--- src/rtl/seg_pkg.sv ---
// Shared types and constants for the multiplexed 7-segment scanner.
// Segment codes are active-low, bit order gfedcba.
package seg_pkg;

  localparam logic [6:0] SEG_OFF = 7'h7F;

  localparam logic [6:0] HEX_SEG [16] = '{
    7'h40, 7'h79, 7'h24, 7'h30,
    7'h19, 7'h12, 7'h02, 7'h78,
    7'h00, 7'h10, 7'h08, 7'h03,
    7'h46, 7'h21, 7'h06, 7'h0E
  };

  typedef enum logic [1:0] {
    IDLE,
    BLANK,
    SHOW
  } scan_st_e;

endpackage

--- src/rtl/seg7_decode.sv ---
// Single shared hex-to-segment decoder; the resource being time-multiplexed.
// A set blank flag forces every segment off.
module seg7_decode
  import seg_pkg::*;
(
  input  logic [3:0] nibble_i,
  input  logic       blank_i,
  output logic [6:0] seg_o
);

  always_comb begin
    seg_o = SEG_OFF;
    if (!blank_i) begin
      seg_o = HEX_SEG[nibble_i];
    end
  end

endmodule

--- src/rtl/seg_scan_ctrl.sv ---
// Digit scan scheduler: one decoder and segment bus shared by N anodes,
// with per-slot blanking and a per-frame snapshot of the digit values.
module seg_scan_ctrl
  import seg_pkg::*;
#(
  parameter int N_DIGITS     = 4,
  parameter int PRESCALE     = 1000,
  parameter int BLANK_CYCLES = 2,
  parameter int IDX_W        = (N_DIGITS > 1) ? $clog2(N_DIGITS) : 1
) (
  input  logic                  CLK,
  input  logic                  rst_n,
  input  logic                  iEn,
  input  logic [4*N_DIGITS-1:0] iDigits,
  input  logic [N_DIGITS-1:0]   iDpMask,
  input  logic                  iLzb,
  output logic [N_DIGITS-1:0]   oAn,
  output logic [6:0]            oSeg,
  output logic                  oDp,
  output logic [IDX_W-1:0]      oScanIdx,
  output logic                  oFrame
);

  localparam int CNT_W = (PRESCALE > 1) ? $clog2(PRESCALE) : 1;
  localparam logic [CNT_W-1:0] BLANK_LAST =
    CNT_W'(BLANK_CYCLES - 1);
  localparam logic [CNT_W-1:0] SHOW_LAST =
    CNT_W'(PRESCALE - BLANK_CYCLES - 1);
  localparam logic [IDX_W-1:0] IDX_LAST = IDX_W'(N_DIGITS - 1);
  localparam logic [N_DIGITS-1:0] AN_OFF = '1;

  scan_st_e              state_q;
  logic [CNT_W-1:0]      cnt_q;
  logic [IDX_W-1:0]      idx_q;
  logic [IDX_W-1:0]      idx_d;
  logic [4*N_DIGITS-1:0] snap_dig_q;
  logic [N_DIGITS-1:0]   snap_dp_q;
  logic                  snap_lzb_q;

  logic [N_DIGITS-1:0]   an_q;
  logic [6:0]            seg_q;
  logic                  dp_q;
  logic                  frame_q;

  logic [N_DIGITS-1:0]   lz_mask;
  logic                  zero_tail;
  logic [3:0]            cur_nib;
  logic                  cur_dp;
  logic                  cur_lz;
  logic [6:0]            dec_seg;

  // A digit is blanked when it and every more-significant digit is zero.
  always_comb begin
    lz_mask   = '0;
    zero_tail = 1'b1;
    cur_nib   = 4'h0;
    cur_dp    = 1'b0;
    cur_lz    = 1'b0;
    for (int k = N_DIGITS - 1; k >= 0; k--) begin
      zero_tail  = zero_tail & (snap_dig_q[4*k +: 4] == 4'h0);
      lz_mask[k] = snap_lzb_q & zero_tail & (k != 0);
    end
    for (int k = 0; k < N_DIGITS; k++) begin
      if (idx_q == IDX_W'(k)) begin
        cur_nib = snap_dig_q[4*k +: 4];
        cur_dp  = snap_dp_q[k];
        cur_lz  = lz_mask[k];
      end
    end
  end

  assign idx_d = (idx_q == IDX_LAST) ? '0 : idx_q + 1'b1;

  seg7_decode u_dec (
    .nibble_i (cur_nib),
    .blank_i  (cur_lz),
    .seg_o    (dec_seg)
  );

  always_ff @(posedge CLK or negedge rst_n) begin
    if (!rst_n) begin
      state_q    <= IDLE;
      cnt_q      <= '0;
      idx_q      <= '0;
      snap_dig_q <= '0;
      snap_dp_q  <= '0;
      snap_lzb_q <= 1'b0;
      an_q       <= AN_OFF;
      seg_q      <= SEG_OFF;
      dp_q       <= 1'b1;
      frame_q    <= 1'b0;
    end else begin
      frame_q <= 1'b0;
      unique case (state_q)
        IDLE: begin
          if (iEn) begin
            state_q    <= BLANK;
            cnt_q      <= '0;
            idx_q      <= '0;
            snap_dig_q <= iDigits;
            snap_dp_q  <= iDpMask;
            snap_lzb_q <= iLzb;
            frame_q    <= 1'b1;
          end
        end
        BLANK: begin
          if (!iEn) begin
            state_q <= IDLE;
            cnt_q   <= '0;
            idx_q   <= '0;
          end else if (cnt_q == BLANK_LAST) begin
            state_q <= SHOW;
            cnt_q   <= '0;
            an_q    <= ~(N_DIGITS'(1) << idx_q);
            seg_q   <= dec_seg;
            dp_q    <= ~cur_dp;
          end else begin
            cnt_q <= cnt_q + 1'b1;
          end
        end
        SHOW: begin
          if (!iEn) begin
            state_q <= IDLE;
            cnt_q   <= '0;
            idx_q   <= '0;
            an_q    <= AN_OFF;
            seg_q   <= SEG_OFF;
            dp_q    <= 1'b1;
          end else if (cnt_q == SHOW_LAST) begin
            state_q <= BLANK;
            cnt_q   <= '0;
            idx_q   <= idx_d;
            an_q    <= AN_OFF;
            seg_q   <= SEG_OFF;
            dp_q    <= 1'b1;
            if (idx_d == '0) begin
              snap_dig_q <= iDigits;
              snap_dp_q  <= iDpMask;
              snap_lzb_q <= iLzb;
              frame_q    <= 1'b1;
            end
          end else begin
            cnt_q <= cnt_q + 1'b1;
          end
        end
        default: begin
          state_q <= IDLE;
          cnt_q   <= '0;
          idx_q   <= '0;
          an_q    <= AN_OFF;
          seg_q   <= SEG_OFF;
          dp_q    <= 1'b1;
        end
      endcase
    end
  end

  assign oAn      = an_q;
  assign oSeg     = seg_q;
  assign oDp      = dp_q;
  assign oScanIdx = idx_q;
  assign oFrame   = frame_q;

endmodule

--- config.mk ---
export PLATFORM = sky130hd
export DESIGN_NAME = seg_scan_ctrl
export DESIGN_NICKNAME = d
export VERILOG_FILES = /design/src/rtl/seg_pkg.sv /design/src/rtl/seg7_decode.sv /design/src/rtl/seg_scan_ctrl.sv
export SDC_FILE = /design/constraint.sdc
export NUM_CORES = 1
export LEC_CHECK = 0
export BUFFER_PORTS_ARGS = -buffer_cell sky130_fd_sc_hd__buf_4
export CORE_UTILIZATION = 30
export DETAILED_ROUTE_END_ITERATION = 6
export PLACE_DENSITY = 0.59
export REMOVE_ABC_BUFFERS = 1
export SYNTH_ARGS = -nofsm -noshare
export SYNTH_HDL_FRONTEND = slang
export SYNTH_SLANG_ARGS = --single-unit
--- constraint.sdc ---
create_clock -name CLK -period 3.65 [get_ports CLK]
set_input_delay 0.9125 -clock CLK [delete_from_list [all_inputs] [get_ports CLK]]
set_output_delay 0.9125 -clock CLK [all_outputs]
set_load 0.02 [all_outputs]
Word level (Yosys, flattened, before mapping):

Memory sizes are Yosys's and may differ from the RTL's.
Cells that the tools add are included.

* flip-flop bits (word level): 48
* latch bits: 0
* memory bits (writable): 0
* bits in read-only memories: 112
* bits of input ports: 24
* output and inout port bits: 15
* memories: 1

Memory list
* (no name shown): depth 16, width 7, rd ports 1, clocked after Yosys merged registers in 0, wr ports 0, RTL line seg7_decode.sv:14 `seg_o = HEX_SEG[nibble_i];`

* add/sub/neg operators: 2
* multipliers: 0
* divide/modulo/power cells: 0
* magnitude comparators: 1
* equality and inequality tests: 16
* shift operators: 1
* mux-type cells: 67
* bitwise operators: 9
* reduce and logical (&&, ||, !) cells: 11

Operators with widths (count)
* 2-to-1 mux 16 bit: 4
* 2-to-1 mux 10 bit: 5
* 2-to-1 mux 7 bit: 7
* 2-to-1 mux 4 bit: 12
* one-hot mux 16 bit (2 select lines): 1
* one-hot mux 10 bit (3 select lines): 1
* one-hot mux 7 bit (3 select lines): 1
* 2-to-1 mux 2 bit: 10
* 2-to-1 mux 1 bit: 19
* != test 2 bit, second input constant: 7
* zero test 4 bit: 3
* one-hot mux 2 bit (3 select lines): 2
* one-hot mux 4 bit (3 select lines): 1
* adder 10 x 1 -> 10 bit, second input constant: 1
* == test 10 x 1 -> 1 bit, second input constant: 1
* == test 10 bit, second input constant: 1
* one-hot mux 4 bit (2 select lines): 1
* == test 2 bit, second input constant: 3
* zero test 2 bit: 3
* != test 3 bit, second input constant: 2
* AND reduction 3 bit: 2
* bitwise AND 1 bit: 5
* greater-or-equal comparator 5 bit, second input constant: 1
* NOT 4 -> 5 bit: 1
* other kinds (10): 13

Depth between registers and ports, before layout:

* depth in word-level cells: 13
* mapped depth: 11
* gate-level depth less buffers: 10

Hierarchy:

Synthesis repeated with hierarchy kept, for this count alone.

* cells, all modules: 255
* area total of the unflattened synthesis: 2815.2 µm²

Modules (own cells, without submodules)
* seg_scan_ctrl: instances 1, cells each 217, area an instance 2503.7 µm²
* seg7_decode: instances 1, cells each 38, area an instance 311.5 µm²

Worst setup path after synthesis:

Ideal clock, no wire load.

* kind: register to register
* start: register idx_q[0], in the netlist oScanIdx[0]
* end: register seg_q[5], in the netlist oSeg[5]
* library setup time: 0.083 ns
* data arrival time: 2.267 ns
* data required time: 3.567 ns
* path slack: 1.300 ns
* cell stages (with the launch flop): 10
* clock period less this slack: 2.350 ns
* cell sequence: dfrtp_1 -> ha_1 -> buf_2 -> buf_2 -> a211oi_1 -> a221o_1 -> inv_1 -> ha_1 -> and3_1 -> o32a_1

* word-level cells in the longest chain between the ends: 13

Ends and longest elaborated chain
* start, declared: RTL line seg_scan_ctrl.sv:34 `logic [IDX_W-1:0] idx_q;`
* start signal, assigned: RTL line seg_scan_ctrl.sv:132 `idx_q <= idx_d;`
* zero test 2 bit: RTL line seg_scan_ctrl.sv:64 `if (idx_q == IDX_W'(k)) begin`
* 2-to-1 mux 4 bit (4 in a row): RTL line seg_scan_ctrl.sv:64
* NOT 4 -> 5 bit (implied by the code): RTL line seg7_decode.sv:14
* memory read (16 x 7 bit)
* 2-to-1 mux 7 bit (implied by the code) (2 in a row): RTL line seg7_decode.sv:14
* 2-to-1 mux 7 bit (*): RTL line seg7_decode.sv:13 `if (!blank_i) begin`
* 2-to-1 mux 7 bit (*): RTL line seg_scan_ctrl.sv:111 `end else if (cnt_q == BLANK_LAST) begin`
* 2-to-1 mux 7 bit (*): RTL line seg_scan_ctrl.sv:107 `if (!iEn) begin`
* one-hot mux 7 bit (3 select lines) (*): RTL line seg_scan_ctrl.sv:94 `unique case (state_q)`
* end signal, assigned: RTL line seg_scan_ctrl.sv:115 `seg_q <= dec_seg;`
* end, declared: RTL line seg_scan_ctrl.sv:41 `logic [6:0] seg_q;`

Mark *: on every way between the ends. The rest lies on a longest branch, timed or not. The select of a mux whose other input is x is not followed.
A chain may end at the register's enable or synchronous reset.

Final worst setup path:

* start: register idx_q[0], in the netlist oScanIdx[0]
* end: register seg_q[4], in the netlist oSeg[4]

Same word-level chain as after synthesis.

==> key figures <==
Outcome
  – Status: finished clean

Synthesis
  – Mapped Cells: 255
  – Synth area leader: dfrtp_1
  – Synth Warn #: 0
  – Area contributors post-synth: dfrtp_1 33%, dfstp_2 12%, mux2_2 9.2%
  – Syn_area_per_cell: 10.60 µm²
  – Synth Register Bits: 48
  – Cell variety after synth: 51
  – Post-synthesis cell area: 2704 µm²
  – EDFF count, synth: 0
  – Post-synth ARST share: 100.0%
  – Post-synthesis sequential area ratio: between 40% and 50%
  – Ys flop type: dfrtp_1
  – Top-area cell type share of the netlist area: 33.32%

Route
  – Via density: roughly 5.0
  – WL/cell: ~14 µm
  – Drt initial violations: 87
  – Via count: ~2000
  – Drt drc: 0
  – Pre-antenna DRT Iters: 4
  – WL final: between 5 and 6 mm
  – Antenna viol nets, final: 0

Critical path
  – CP Launch Type: register
  – FF-to-FF setup slack: 920 ps
  – Worst Path Max Fanout: 17
  – CP arrival: 2970 ps
  – Setup Crit Path Kind: register to register
  – Worst Path Required: 3890 ps
  – CP endpoint kind: register

CTS
  – Num CTS Buffers: 5
  – Clock latency on the worst-skew pair: 300 ps
  – Max H-tree Level: 2
  – Clk buf depth: 2
  – Post-CTS Repair Setup Buffers: 0
  – CTS root buffer: clkbuf_8
  – Clock slew seen by the registers of the worst setup and hold paths: 100 ps
  – TritonCTS clock tree: done
  – Resized Gates After CTS: 0
  – Clock tree sinks: 48
  – Post-CTS Hold Buffers: 0

Pwr
  – VDD IR max: 0.0002405 V
  – Pwr Density: roughly 720 nW/µm²
  – Pleak: 0.001378 µW

Global routing
  – Grt total ovfl: 0
  – First-pass GRT wire length: 9.880 mm
  – Largest net degree at the start of global routing: 49
  – Vias in the first global route: 2059
  – Aggregate global-route resource usage: between 10 and 15%
  – Initial antenna violation count: 0

Floorplanning
  – Core box area: a little under 9000 µm²
  – Die H: 96.94 µm
  – Ports: 39
  – Die W: ~97 µm
  – Rows: 34
  – Die Footprint: 9396 µm²
  – Initial core utilization: a little under a third

Timing
  – Max_slew headroom: 40.99%
  – RSZ-0062 raised after global routing: no
  – Slew Limit Fails: 0
  – Setup TNS: 0 ps
  – Layout Skew: 11.48 ps
  – Endpoints failing hold: 0
  – Worst hold slack: 515.0 ps
  – Slack of the critical path: 920.1 ps
  – Highest clock rate: 0.3663 GHz
  – Minimum clock period: roughly 2700 ps
  – Setup violators final: 0
  – Worst Max-Slew Pin Slew: 885.1 ps
  – Final worst-path cycle share: about 75%

Finish
  – Final core occ: between 30 and 40%
  – N_diodes: 0
  – Fillers: between 800 and 900
  – Fin cells: 397
  – Layout cells sized above 1: 30.80%
  – Nets: 329
  – Area Growth Syn to Fin: 18.74%

Place
  – GPL Wtd Cong: approximately 0.8
  – # port buffers: 38
  – # placed instances: 389
  – Pre-CTS setup slack: 912.2 ps
  – Final HPWL DP: 4.169 mm

Flow run
  – Max-Cap Viols: 0

Hold path
  – Worst hold path type: register to register
[worst paths after layout]
check	start	to	cells after the start
max	oScanIdx[0]	oSeg[4]	7
min	oSeg[1]	oSeg[1]	1
max reg2reg	oScanIdx[0]	oSeg[4]	7
min reg2reg	oSeg[1]	oSeg[1]	1
max in group asynchronous	rst_n	snap_dig_q[11]	1
min in group asynchronous	rst_n	oFrame	1
[kinds of logic (layout without fill, tap and decap cells)]
| kind of cell | count (synthesis) | in the layout | share of synthesized area (%) |
|---|---|---|---|
| AOI/OAI and AO/OA | 50 | 50 | 13.93 |
| xor gates and xnor gates | 7 | 7 | 2.268 |
| adders and majority gates | 17 | 17 | 7.867 |
| buffers and inverters | 28 | 62 | 4.489 |
| DFF | 48 | 48 | 44.98 |
| muxes | 26 | 26 | 10.74 |
| and+or+nand+nor | 79 | 79 | 15.73 |
[routing by layer]
layer | part of all wire, % | track usage (%) | wire length [µm]
met2 | 46 | 22.10 | 2612
met3 | 3.2 | 2.457 | 182
met5 | 0 | 0 | 0
met4 | 1.4 | 4.133 | 80
met1 | 49 | 16.14 | 2770
[synthesized netlist by cell type (all sizes together) (2+ instances only)]
cell    number
nand3b       6
o32a         3
nor4         3
a31oi        6
mux2i        2
or3          2
dfstp       12
a21oi        7
nor3         2
ha          17
a221oi       2
nand2b       2
dfrtp       36
nand3        9
buf          8
nor2        21
nor2b        2
clkbuf       7
and3         2
xor2         2
o22a         4
mux2        24
o21ai        7
a211oi       7
inv         13
xnor2        5
nand2       15
a21o         2
a221o        2
nor3b        8
a21boi       2
nand4        2
[layout by cell type, fill, tap and decap left out, types with 3 or more instances in the layout]
master,count
buf_4,41
dfrtp_1,36
mux2_2,22
nor2_1,21
ha_1,17
nand2_1,15
inv_1,13
dfstp_2,12
nand3_1,9
nor3b_1,7
a21oi_1,7
nand3b_1,6
a211oi_1,6
a31oi_1,6
o21ai_0,6
xnor2_1,5
clkbuf_8,5
o22a_1,4
o32a_1,3
[state kept, by name (all words and copies together) (netlist names)]
name and cells:
snap_dig_q 16, cnt_q 10, oSeg 7, oAn 4, snap_dp_q 4, oScanIdx 2
state_q 2, oDp 1, oFrame 1, snap_lzb_q 1
[through the flow]
step	power, µW	area, µm²
after floorplan	1560	2631
after CTS	2334	3211
final	2306	3211
after global placement	1853	3078
after global routing	2490	3211
after detailed placement	1874	3078
[critical path, cell delays in order, from the launching register on]
cell and delay [ps]:
dfrtp_1 460, ha_1 580, a211oi_1 140, a221oi_2 580, buf_4 270, mux2_2 330
o21ai_0 160, o22a_1 150
[area by class of cell]
cell class,instances,area (µm²),share of cell area [%]
Clock buffer,6,72.57,2.260
Multi-Input combinational cell,179,1370,42.67
Clock inverter,2,60.06,1.871
Inverter,13,48.80,1.520
Tap cell,108,135.1,4.209
Timing Repair Buffer,41,307.8,9.587
Sequential cell,48,1216,37.88
[power by group]
| group | switching [µW] | internal (µW) | total [µW] |
|---|---|---|---|
| registers | 127 | 732 | 859 |
| logic | 523 | 468 | 991 |
| clock network | 181 | 274 | 455 |
No activity file was read; power rests on OpenSTA's default activity.
